## config.mk

```make
export PLATFORM = sky130hd
export DESIGN_NAME = pipe_front_regs_flat
export DESIGN_NICKNAME = d
export VERILOG_FILES = /design/src/rtl/pipe_pkg.sv /design/src/rtl/pipe_front_regs_if.sv /design/src/rtl/pipe_reg.sv /design/src/rtl/pipe_front_regs.sv /design/src/flat_wrapper.sv
export SDC_FILE = /design/constraint.sdc
export NUM_CORES = 1
export LEC_CHECK = 0
export ABC_AREA = 1
export CAP_MARGIN = 5
export CORE_AREA = 2 2 236 238
export CTS_BUF_LIST = sky130_fd_sc_hd__clkbuf_16
export DETAILED_ROUTE_END_ITERATION = 7
export DIE_AREA = 0 0 238 240
export GPL_TIMING_DRIVEN = 0
export PLACE_DENSITY = 0.62
export SKIP_CTS_REPAIR_TIMING = 1
export SLEW_MARGIN = 10
export SYNTH_ARGS = -nofsm -noshare
export SYNTH_HDL_FRONTEND = slang
export SYNTH_HIERARCHICAL = 1
export SYNTH_SLANG_ARGS = --single-unit
```

## constraint.sdc

```tcl
create_clock -name clk -period 2.05 [get_ports clk]
set_clock_uncertainty 0.05 [all_clocks]
set_input_delay 0.41 -clock clk [delete_from_list [all_inputs] [get_ports clk]]
set_output_delay 0.41 -clock clk [all_outputs]
set_load 0.02 [all_outputs]
```

## src/rtl/pipe_pkg.sv

```systemverilog
// Shared constants for the front-end pipeline registers: NOP encoding, reset PC
// default and the layout of the packed ID->EX control bundle.
package pipe_pkg;

    localparam logic [31:0] NOP_INSTR        = 32'h0000_0013;
    localparam logic [31:0] RESET_PC_DEFAULT = 32'h0000_0000;
    localparam int          CTRL_W_DEFAULT   = 8;

    // Bit positions inside the control bundle; an all-zero bundle is a bubble.
    localparam int CTRL_REGWRITE_BIT = 0;
    localparam int CTRL_MEMREAD_BIT  = 1;
    localparam int CTRL_MEMWRITE_BIT = 2;
    localparam int CTRL_ALU_LSB      = 3;
    localparam int CTRL_ALU_MSB      = 7;

endpackage

```

## src/rtl/pipe_front_regs_if.sv

```systemverilog
// Bundle between fetch/decode/hazard unit (master) and pipe_front_regs (slave).
// ValidD/ValidE qualify stage contents; there is no ready: back-pressure is StallF/StallD, squash is FlushD/FlushE.
interface pipe_front_regs_if #(
    parameter int XLEN   = 32,
    parameter int CTRL_W = 8
);
    logic              StallF;
    logic              StallD;
    logic              FlushD;
    logic              FlushE;
    logic              PCSrcE;
    logic [XLEN-1:0]   PCTargetE;
    logic [31:0]       InstrF;
    logic [CTRL_W-1:0] CtrlD;
    logic [4:0]        Rs1D;
    logic [4:0]        Rs2D;
    logic [4:0]        RdD;
    logic [XLEN-1:0]   RD1D;
    logic [XLEN-1:0]   RD2D;
    logic [XLEN-1:0]   ImmD;

    logic [XLEN-1:0]   PCF;
    logic [31:0]       InstrD;
    logic [XLEN-1:0]   PCD;
    logic [XLEN-1:0]   PCPlus4D;
    logic              ValidD;
    logic [CTRL_W-1:0] CtrlE;
    logic [4:0]        Rs1E;
    logic [4:0]        Rs2E;
    logic [4:0]        RdE;
    logic [XLEN-1:0]   RD1E;
    logic [XLEN-1:0]   RD2E;
    logic [XLEN-1:0]   ImmE;
    logic [XLEN-1:0]   PCE;
    logic [XLEN-1:0]   PCPlus4E;
    logic              ValidE;
    logic [31:0]       CycleCnt;
    logic [31:0]       StallCnt;
    logic [31:0]       FlushCnt;

    modport master (
        output StallF, StallD, FlushD, FlushE, PCSrcE, PCTargetE, InstrF,
               CtrlD, Rs1D, Rs2D, RdD, RD1D, RD2D, ImmD,
        input  PCF, InstrD, PCD, PCPlus4D, ValidD, CtrlE, Rs1E, Rs2E, RdE,
               RD1E, RD2E, ImmE, PCE, PCPlus4E, ValidE, CycleCnt, StallCnt, FlushCnt
    );

    modport slave (
        input  StallF, StallD, FlushD, FlushE, PCSrcE, PCTargetE, InstrF,
               CtrlD, Rs1D, Rs2D, RdD, RD1D, RD2D, ImmD,
        output PCF, InstrD, PCD, PCPlus4D, ValidD, CtrlE, Rs1E, Rs2E, RdE,
               RD1E, RD2E, ImmE, PCE, PCPlus4E, ValidE, CycleCnt, StallCnt, FlushCnt
    );

endinterface

```

## src/rtl/pipe_reg.sv

```systemverilog
// Generic pipeline register: async active-low reset to zero, clr beats en.
module pipe_reg #(
    parameter int W = 1
) (
    input  logic         clk,
    input  logic         rst_n,
    input  logic         en,
    input  logic         clr,
    input  logic [W-1:0] d,
    output logic [W-1:0] q
);

    always_ff @(posedge clk or negedge rst_n) begin
        if (!rst_n) begin
            q <= '0;
        end else if (clr) begin
            q <= '0;
        end else if (en) begin
            q <= d;
        end
    end

endmodule

```

## src/rtl/pipe_front_regs.sv

```systemverilog
// PC, IF/ID and ID/EX registers with stall/flush/redirect control.
// Optional performance counters are built only when PIPE_PERF_CNT_EN is defined.
module pipe_front_regs
    import pipe_pkg::*;
#(
    parameter int              XLEN     = 32,
    parameter logic [XLEN-1:0] RESET_PC = XLEN'(RESET_PC_DEFAULT),
    parameter int              CTRL_W   = CTRL_W_DEFAULT
) (
    input  logic               clk,
    input  logic               rst_n,
    pipe_front_regs_if.slave   bus
);

    logic [XLEN-1:0] pcf;
    logic [XLEN-1:0] pcf_plus4;

    assign pcf_plus4 = pcf + XLEN'(4);

    // A redirect outranks a stall so a taken branch is never dropped.
    always_ff @(posedge clk or negedge rst_n) begin
        if (!rst_n) begin
            pcf <= RESET_PC;
        end else if (bus.PCSrcE) begin
            pcf <= bus.PCTargetE;
        end else if (!bus.StallF) begin
            pcf <= pcf_plus4;
        end
    end

    assign bus.PCF = pcf;

    // IF/ID: the instruction is stored XOR NOP so the zero reset/clear value reads back as NOP.
    localparam int FD_W = 32 + 2 * XLEN + 1;

    logic [FD_W-1:0] fd_d;
    logic [FD_W-1:0] fd_q;
    logic [31:0]     instr_x;
    logic [XLEN-1:0] pcd;
    logic [XLEN-1:0] pcplus4d;
    logic            validd;

    assign fd_d = {bus.InstrF ^ NOP_INSTR, pcf, pcf_plus4, 1'b1};

    pipe_reg #(.W(FD_W)) u_if_id (
        .clk   (clk),
        .rst_n (rst_n),
        .en    (!bus.StallD),
        .clr   (bus.FlushD),
        .d     (fd_d),
        .q     (fd_q)
    );

    assign {instr_x, pcd, pcplus4d, validd} = fd_q;
    assign bus.InstrD   = instr_x ^ NOP_INSTR;
    assign bus.PCD      = pcd;
    assign bus.PCPlus4D = pcplus4d;
    assign bus.ValidD   = validd;

    // ID/EX: never stalled; a flush zeroes everything so the bubble has no side effects and RdE=0.
    localparam int DE_W = CTRL_W + 15 + 5 * XLEN + 1;

    logic [DE_W-1:0] de_d;
    logic [DE_W-1:0] de_q;

    assign de_d = {bus.CtrlD, bus.Rs1D, bus.Rs2D, bus.RdD, bus.RD1D, bus.RD2D,
                   bus.ImmD, pcd, pcplus4d, validd};

    pipe_reg #(.W(DE_W)) u_id_ex (
        .clk   (clk),
        .rst_n (rst_n),
        .en    (1'b1),
        .clr   (bus.FlushE),
        .d     (de_d),
        .q     (de_q)
    );

    assign {bus.CtrlE, bus.Rs1E, bus.Rs2E, bus.RdE, bus.RD1E, bus.RD2E,
            bus.ImmE, bus.PCE, bus.PCPlus4E, bus.ValidE} = de_q;

`ifdef PIPE_PERF_CNT_EN
    logic [31:0] cycle_cnt;
    logic [31:0] stall_cnt;
    logic [31:0] flush_cnt;

    always_ff @(posedge clk or negedge rst_n) begin
        if (!rst_n) begin
            cycle_cnt <= '0;
            stall_cnt <= '0;
            flush_cnt <= '0;
        end else begin
            cycle_cnt <= cycle_cnt + 32'd1;
            if (bus.StallF) begin
                stall_cnt <= stall_cnt + 32'd1;
            end
            if (bus.FlushD || bus.FlushE) begin
                flush_cnt <= flush_cnt + 32'd1;
            end
        end
    end

    assign bus.CycleCnt = cycle_cnt;
    assign bus.StallCnt = stall_cnt;
    assign bus.FlushCnt = flush_cnt;
`else
    assign bus.CycleCnt = '0;
    assign bus.StallCnt = '0;
    assign bus.FlushCnt = '0;
`endif

endmodule

```

## src/flat_wrapper.sv

```systemverilog
// flat-port wrapper written by rule: the top's interface ports become plain ports
module pipe_front_regs_flat import pipe_pkg::*;
#(
    parameter int              XLEN     = 32,
    parameter logic [XLEN-1:0] RESET_PC = XLEN'(RESET_PC_DEFAULT),
    parameter int              CTRL_W   = CTRL_W_DEFAULT
)
  (clk, rst_n, bus_StallF, bus_StallD, bus_FlushD, bus_FlushE, bus_PCSrcE, bus_PCTargetE, bus_InstrF, bus_CtrlD, bus_Rs1D, bus_Rs2D, bus_RdD, bus_RD1D, bus_RD2D, bus_ImmD, bus_PCF, bus_InstrD, bus_PCD, bus_PCPlus4D, bus_ValidD, bus_CtrlE, bus_Rs1E, bus_Rs2E, bus_RdE, bus_RD1E, bus_RD2E, bus_ImmE, bus_PCE, bus_PCPlus4E, bus_ValidE, bus_CycleCnt, bus_StallCnt, bus_FlushCnt);
  pipe_front_regs_if #(.XLEN(XLEN), .CTRL_W(CTRL_W)) bus_i ();
  input  logic clk;
  input  logic rst_n;
  input wire logic [$bits(bus_i.StallF)-1:0] bus_StallF;
  input wire logic [$bits(bus_i.StallD)-1:0] bus_StallD;
  input wire logic [$bits(bus_i.FlushD)-1:0] bus_FlushD;
  input wire logic [$bits(bus_i.FlushE)-1:0] bus_FlushE;
  input wire logic [$bits(bus_i.PCSrcE)-1:0] bus_PCSrcE;
  input wire logic [$bits(bus_i.PCTargetE)-1:0] bus_PCTargetE;
  input wire logic [$bits(bus_i.InstrF)-1:0] bus_InstrF;
  input wire logic [$bits(bus_i.CtrlD)-1:0] bus_CtrlD;
  input wire logic [$bits(bus_i.Rs1D)-1:0] bus_Rs1D;
  input wire logic [$bits(bus_i.Rs2D)-1:0] bus_Rs2D;
  input wire logic [$bits(bus_i.RdD)-1:0] bus_RdD;
  input wire logic [$bits(bus_i.RD1D)-1:0] bus_RD1D;
  input wire logic [$bits(bus_i.RD2D)-1:0] bus_RD2D;
  input wire logic [$bits(bus_i.ImmD)-1:0] bus_ImmD;
  output wire logic [$bits(bus_i.PCF)-1:0] bus_PCF;
  output wire logic [$bits(bus_i.InstrD)-1:0] bus_InstrD;
  output wire logic [$bits(bus_i.PCD)-1:0] bus_PCD;
  output wire logic [$bits(bus_i.PCPlus4D)-1:0] bus_PCPlus4D;
  output wire logic [$bits(bus_i.ValidD)-1:0] bus_ValidD;
  output wire logic [$bits(bus_i.CtrlE)-1:0] bus_CtrlE;
  output wire logic [$bits(bus_i.Rs1E)-1:0] bus_Rs1E;
  output wire logic [$bits(bus_i.Rs2E)-1:0] bus_Rs2E;
  output wire logic [$bits(bus_i.RdE)-1:0] bus_RdE;
  output wire logic [$bits(bus_i.RD1E)-1:0] bus_RD1E;
  output wire logic [$bits(bus_i.RD2E)-1:0] bus_RD2E;
  output wire logic [$bits(bus_i.ImmE)-1:0] bus_ImmE;
  output wire logic [$bits(bus_i.PCE)-1:0] bus_PCE;
  output wire logic [$bits(bus_i.PCPlus4E)-1:0] bus_PCPlus4E;
  output wire logic [$bits(bus_i.ValidE)-1:0] bus_ValidE;
  output wire logic [$bits(bus_i.CycleCnt)-1:0] bus_CycleCnt;
  output wire logic [$bits(bus_i.StallCnt)-1:0] bus_StallCnt;
  output wire logic [$bits(bus_i.FlushCnt)-1:0] bus_FlushCnt;
  assign bus_i.StallF = bus_StallF;
  assign bus_i.StallD = bus_StallD;
  assign bus_i.FlushD = bus_FlushD;
  assign bus_i.FlushE = bus_FlushE;
  assign bus_i.PCSrcE = bus_PCSrcE;
  assign bus_i.PCTargetE = bus_PCTargetE;
  assign bus_i.InstrF = bus_InstrF;
  assign bus_i.CtrlD = bus_CtrlD;
  assign bus_i.Rs1D = bus_Rs1D;
  assign bus_i.Rs2D = bus_Rs2D;
  assign bus_i.RdD = bus_RdD;
  assign bus_i.RD1D = bus_RD1D;
  assign bus_i.RD2D = bus_RD2D;
  assign bus_i.ImmD = bus_ImmD;
  assign bus_PCF = bus_i.PCF;
  assign bus_InstrD = bus_i.InstrD;
  assign bus_PCD = bus_i.PCD;
  assign bus_PCPlus4D = bus_i.PCPlus4D;
  assign bus_ValidD = bus_i.ValidD;
  assign bus_CtrlE = bus_i.CtrlE;
  assign bus_Rs1E = bus_i.Rs1E;
  assign bus_Rs2E = bus_i.Rs2E;
  assign bus_RdE = bus_i.RdE;
  assign bus_RD1E = bus_i.RD1E;
  assign bus_RD2E = bus_i.RD2E;
  assign bus_ImmE = bus_i.ImmE;
  assign bus_PCE = bus_i.PCE;
  assign bus_PCPlus4E = bus_i.PCPlus4E;
  assign bus_ValidE = bus_i.ValidE;
  assign bus_CycleCnt = bus_i.CycleCnt;
  assign bus_StallCnt = bus_i.StallCnt;
  assign bus_FlushCnt = bus_i.FlushCnt;
  pipe_front_regs #(.XLEN(XLEN), .RESET_PC(RESET_PC), .CTRL_W(CTRL_W)) u_core (.clk(clk), .rst_n(rst_n), .bus(bus_i));
endmodule
```

# ---- Yosys cells after proc, flatten, opt, wreduce, memory -nomap -nowiden
# Index checks and enable logic that the tools add are counted.
dict set report op_classes {
  add_sub_neg 1
  magnitude_cmp 0
  reduce_logical 0
  eq_ne 2
  div 0
  n_bitwise 2
  shift 0
  mul 0
  mux 5
}
# operator n
set op_table {}
lappend op_table {{$mux 97} 2}
lappend op_table {{$mux 184} 1}
lappend op_table {{$mux 32} 2}
lappend op_table {{$add 32x3->32 const B} 1}
lappend op_table {{$not 3->3} 2}
lappend op_table {{$ne 2x1->1 const B} 2}
dict set report totals {
  word_cells 13
  register_bits 313
  latch_bits 0
  ram_bits 0
  mem_count 0
  inputBits 190
  mem_bits_ro 0
  out_inout_bits 409
}

# ---- Longest topological paths before layout
dict set report logic_depth {
  word_depth 3
  depth_mapped 10
  ltp_nobuf 10
}

# ---- Cells and area by module
# Netlist, hierarchy kept.
# module cells_each area_each_um2 seq_area_each_um2 n_inst
set modules_own_cells {}
lappend modules_own_cells {{pipe_reg (u_core.u_id_ex)} 799 7258.2 4604.4 1}
lappend modules_own_cells {{pipe_reg (u_core.u_if_id)} 421 3824.9 2427.3 1}
lappend modules_own_cells {pipe_front_regs 504 3348.2 800.8 1}

# ---- Worst setup path after synthesis
# No wires, ideal clock.
dict set report synth_path {
  path_type {register -> register}
  startpoint {register u_core.pcf[3], in the netlist u_core/bus.PCF[3]}
  endpoint {register u_core.u_if_id.q[23]}
  path_stages_with_launch 10
  t_arrival_ns 1.415
  setup_slack_ns 0.468
  path_buffers 0
  setup_ns 0.117
  required_time_ns 1.883
  period_less_slack_ns 1.582
  cell_sequence {dfrtp_1 > ha_1 > nand2_1 > nor2_2 > nand2_2 > nor2_4 > nand3_1 > and2_1 > nand3_1 > nand2_1}
}
dict set report synth_via {
  elab_chain_cells 3
}
# item line
set synth_rtl {}
lappend synth_rtl {{from (decl)} pipe_front_regs.sv:15} ;# logic [XLEN-1:0] pcf;
lappend synth_rtl {{from (signal assigned)} pipe_front_regs.sv:25} ;# pcf <= bus.PCTargetE;
lappend synth_rtl {{from (signal assigned)} pipe_front_regs.sv:27} ;# pcf <= pcf_plus4;
lappend synth_rtl {{$add 32x3->32} pipe_front_regs.sv:18} ;# assign pcf_plus4 = pcf + XLEN'(4);
lappend synth_rtl {{named net u_core.fd_d[23]} pipe_front_regs.sv:36} ;# logic [FD_W-1:0] fd_d;
lappend synth_rtl {{$mux 97} pipe_reg.sv:18} ;# end else if (en) begin
lappend synth_rtl {{$mux 97} pipe_reg.sv:16} ;# end else if (clr) begin
lappend synth_rtl {{to (signal assigned)} pipe_reg.sv:15} ;# q <= '0;
lappend synth_rtl {{to (signal assigned)} pipe_reg.sv:17} ;# q <= '0;
lappend synth_rtl {{to (signal assigned)} pipe_reg.sv:19} ;# q <= d;
lappend synth_rtl {{to (decl)} pipe_reg.sv:10} ;# output logic [W-1:0] q
# The timed path passes the listed nets, and every way through them passes these cells. The select of a mux whose other input is x is not followed.
# A chain may end at the register's enable or synchronous reset.

# ---- Worst setup path in the final report
dict set report layout_path {
  startpoint {register u_core.u_id_ex.q[2]}
  endpoint {output port bus_PCPlus4E[1]}
}
# item line
set layout_lines {}
lappend layout_lines {{from (decl)} pipe_reg.sv:10}
lappend layout_lines {{from (signal assigned)} pipe_reg.sv:15}
lappend layout_lines {{from (signal assigned)} pipe_reg.sv:17}
lappend layout_lines {{from (signal assigned)} pipe_reg.sv:19}
lappend layout_lines {{to (decl)} flat_wrapper.sv:39} ;# output wire logic [$bits(bus_i.PCPlus4E)-1:0] bus_PCPlus4E;
# No word-level cell between the ends.

==> impl_metrics.yaml <==
power_and_ir_drop:
  p_leak_nw: 13.4
  totalPowerFinal_mw: 16.6
  sw_frac_of_total: 0.295
  clkPwrFrac: 0.391
  p_int_mw: 11.7
  powerDensity_mw_per_mm2: 741
  combPwrFrac: 0.191
  p_sw_mw: 4.89
  p_seq_frac: 0.418
  vdd_drop_max_mv: 0.413
cts:
  cts_buffers: 40
  cts_buffer_depth: 3
  clk_latency_ns: 0.55
  cts_tree: "built"
  clkSinkCount: 313
  htreeDepth: 2
  cts_root_buf: "clkbuf_16"
  path_clk_slew_ns: 0.06
finish:
  fin_cells: 3098
  multiInputGateArea_sq_mm: 0.00523
  regArea_sq_mm: 0.00787
  drive_gt1_frac: 0.133
  n_fill_cell: 5453
  insertedDiodeCount: 0
  postLayoutCoreUtil: 0.410
  fin_nets: 2559
  syn_to_final_growth_pct: 55.1
yosys:
  yosysTopAreaCell: "dfrtp_1"
  postSynthCellCount: 1724
  ys_ff_latch: 313
  syn_area_sq_mm: 0.0144
  async_flop_share: 1.00
  yosysSeqAreaShare: 0.543
  yosysMostFrequentCell: "nand2_1"
  synth_warnings: 6
  ys_types: 24
  synth_edf_count: 0
  synth-main-ff-cell: "dfrtp_1"
  netlist_top_cells_area: "dfrtp_1, nand2_1, nand3_1"
  synthTopCellsByCount: "nand2_1, dfrtp_1, nand3_1"
  avgSynthCellArea_sq_um: 8.37
  netlist.area_leader.share: 0.543
worst_setup_path:
  critical_path_buf_inv_count: 1
  cp_top_family: "buffers and inverters"
  cpMaxStageDelayCell: "clkdlybuf4s50_1"
  crit_path_max_fanout: 2
  path_class: "flop to output pin"
  cp_slowest_stage_delay_ns: 0.67
  endpoint_kind: "output pin"
  critical_path_arrival_ns: 1.55
  crit_path_start_kind: "flop"
  path_cells: "clkdlybuf4s50_1"
  worstPathRequired_ns: 1.59
placement:
  pre_cts_ws_ns: -0.158
  io_buffers: 501
  detailed_place_hpwl_mm: 43.2
  gp_congestion: 0.897
  place_inst: 3028
die:
  start_util: 0.264
  row_count: 86
  io_pins: 599
  die_h_microns: 240
  core-area_sq_mm: 0.0547
  die_w_microns: 238
  fp.dieArea_sq_mm: 0.0571
global_route:
  antenna_found_initial: 1
  grt_pass1_vias: 13342
  grt_use_total: 0.190
  grt_start_max_net_pins: 105
  grt_pass1_wl_mm: 82.9
  grt-ovfl-total: 0
routing:
  vias: 13528
  ant_nets: 0
  viasPerCell: 4.37
  finalWirelength_mm: 56.3
  drt_iter0_drc: 876
  dr.pass1.iters: 5
  route.detailed.wl_per_inst_microns: 18.2
  post-route-drc-count: 0
sta:
  drv_slew: 0
  min_period_ns: 2.01
  setup_viol: 0
  fin_ws_ns: 0.0369
  fmax_mhz: 497
  period_share: 0.982
  whs_ns: 0.212
  hold_violations: 0
  relSlewSlack: 0.502
  worst_pin_slew_ns: 0.744
run:
  maxCapViolCount: 0
run_status:
  status: "completed"
min_path:
  min_path_type: "input port to flop"
## cell type report
type | instances | share of cell area
Clock buffer | 41 | 0.0458
Multi-Input combinational cell | 1214 | 0.234
Inverter | 65 | 0.0109
Tap cell | 704 | 0.0393
Clock inverter | 27 | 0.00682
Buffer | 228 | 0.0671
Timing Repair Buffer | 506 | 0.245
Sequential cell | 313 | 0.351
## power by group through the flow
stage	clock [mW]	combinational, mW	sequential (mW)
after floorplan	0	1.23	7.26
after global placement	0	3.09	7.03
after detailed placement	0	3.13	7.03
after CTS	6.75	3.14	6.93
after global routing	6.97	3.41	6.98
final	6.49	3.17	6.93
## cell usage in the layout (no fill, tap or decap), types with 6 or more instances in the layout
cell type / Yosys / final
a22o_1: 8 / 8
buf_2: 60 / 60
buf_4: 144 / 146
clkbuf_1: 20 / 20
clkbuf_16: 0 / 41
clkdlybuf4s50_1: 0 / 351
clkinv_1: 0 / 10
clkinv_2: 0 / 8
conb_1: 2 / 98
dfrtp_1: 313 / 287
dfrtp_2: 0 / 26
dlymetal6s2s_1: 0 / 148
inv_1: 63 / 67
nand2_1: 724 / 724
nand3_1: 300 / 300
nor2_1: 30 / 30
nor2_4: 8 / 8
o21ai_0: 14 / 14
xor2_1: 9 / 7
xor2_2: 4 / 6
## cell families (layout without fill, tap and decap cells)
family,after synthesis,in the layout,share of synthesized area
xor gates and xnor gates,14,14,0.0106
DFF,313,313,0.543
buffers and inverters,293,867,0.121
other,2,98,0.000520
AOI/OAI and AO/OA,27,27,0.0124
and+or+nand+nor,1074,1074,0.312
adders and majority gates,1,1,0.000867
## state kept, by name, indices dropped and copies added (netlist names)
name	cells
u_core/bus.PCF	32
u_core/u_if_id/q	97
u_core/u_id_ex/q	184
## final timing paths
check	start	to	slack, ns	cells after the start
worst max register to register	u_core/bus.PCF[2]	u_core/u_if_id/q[23]	0.16	9
worst max-delay path	u_core/u_id_ex/q[2]	bus_PCPlus4E[1]	0.04	1
worst min-delay path	bus_PCSrcE	u_core/bus.PCF[0]	0.21	4
worst min register to register	u_core/u_if_id/q[93]	u_core/u_if_id/q[93]	0.42	2
max in group asynchronous	rst_n	u_core/u_id_ex/q[132]	0.34	4
min in group asynchronous	rst_n	u_core/u_id_ex/q[47]	0.27	2
## routing by layer
layer | global-route usage | vias to the layer above | share of wire
li1 | - | 6507 | -
met1 | 0.251 | 6486 | 0.42
met2 | 0.317 | 459 | 0.49
met3 | 0.0358 | 76 | 0.062
met4 | 0.0591 | 0 | 0.027
met5 | 0 | - | 0
## through the flow
stage / instance area [sq um] / TNS [ns]
2_1_floorplan: 14800 / 0
3_3_place_gp: 20700 / -4194.95
3_5_place_dp: 20800 / -6.06
4_1_cts: 22000 / -13.25
5_1_grt: 22400 / -0.00548
6_report: 22400 / 0
No activity file was read; power rests on OpenSTA's default activity.
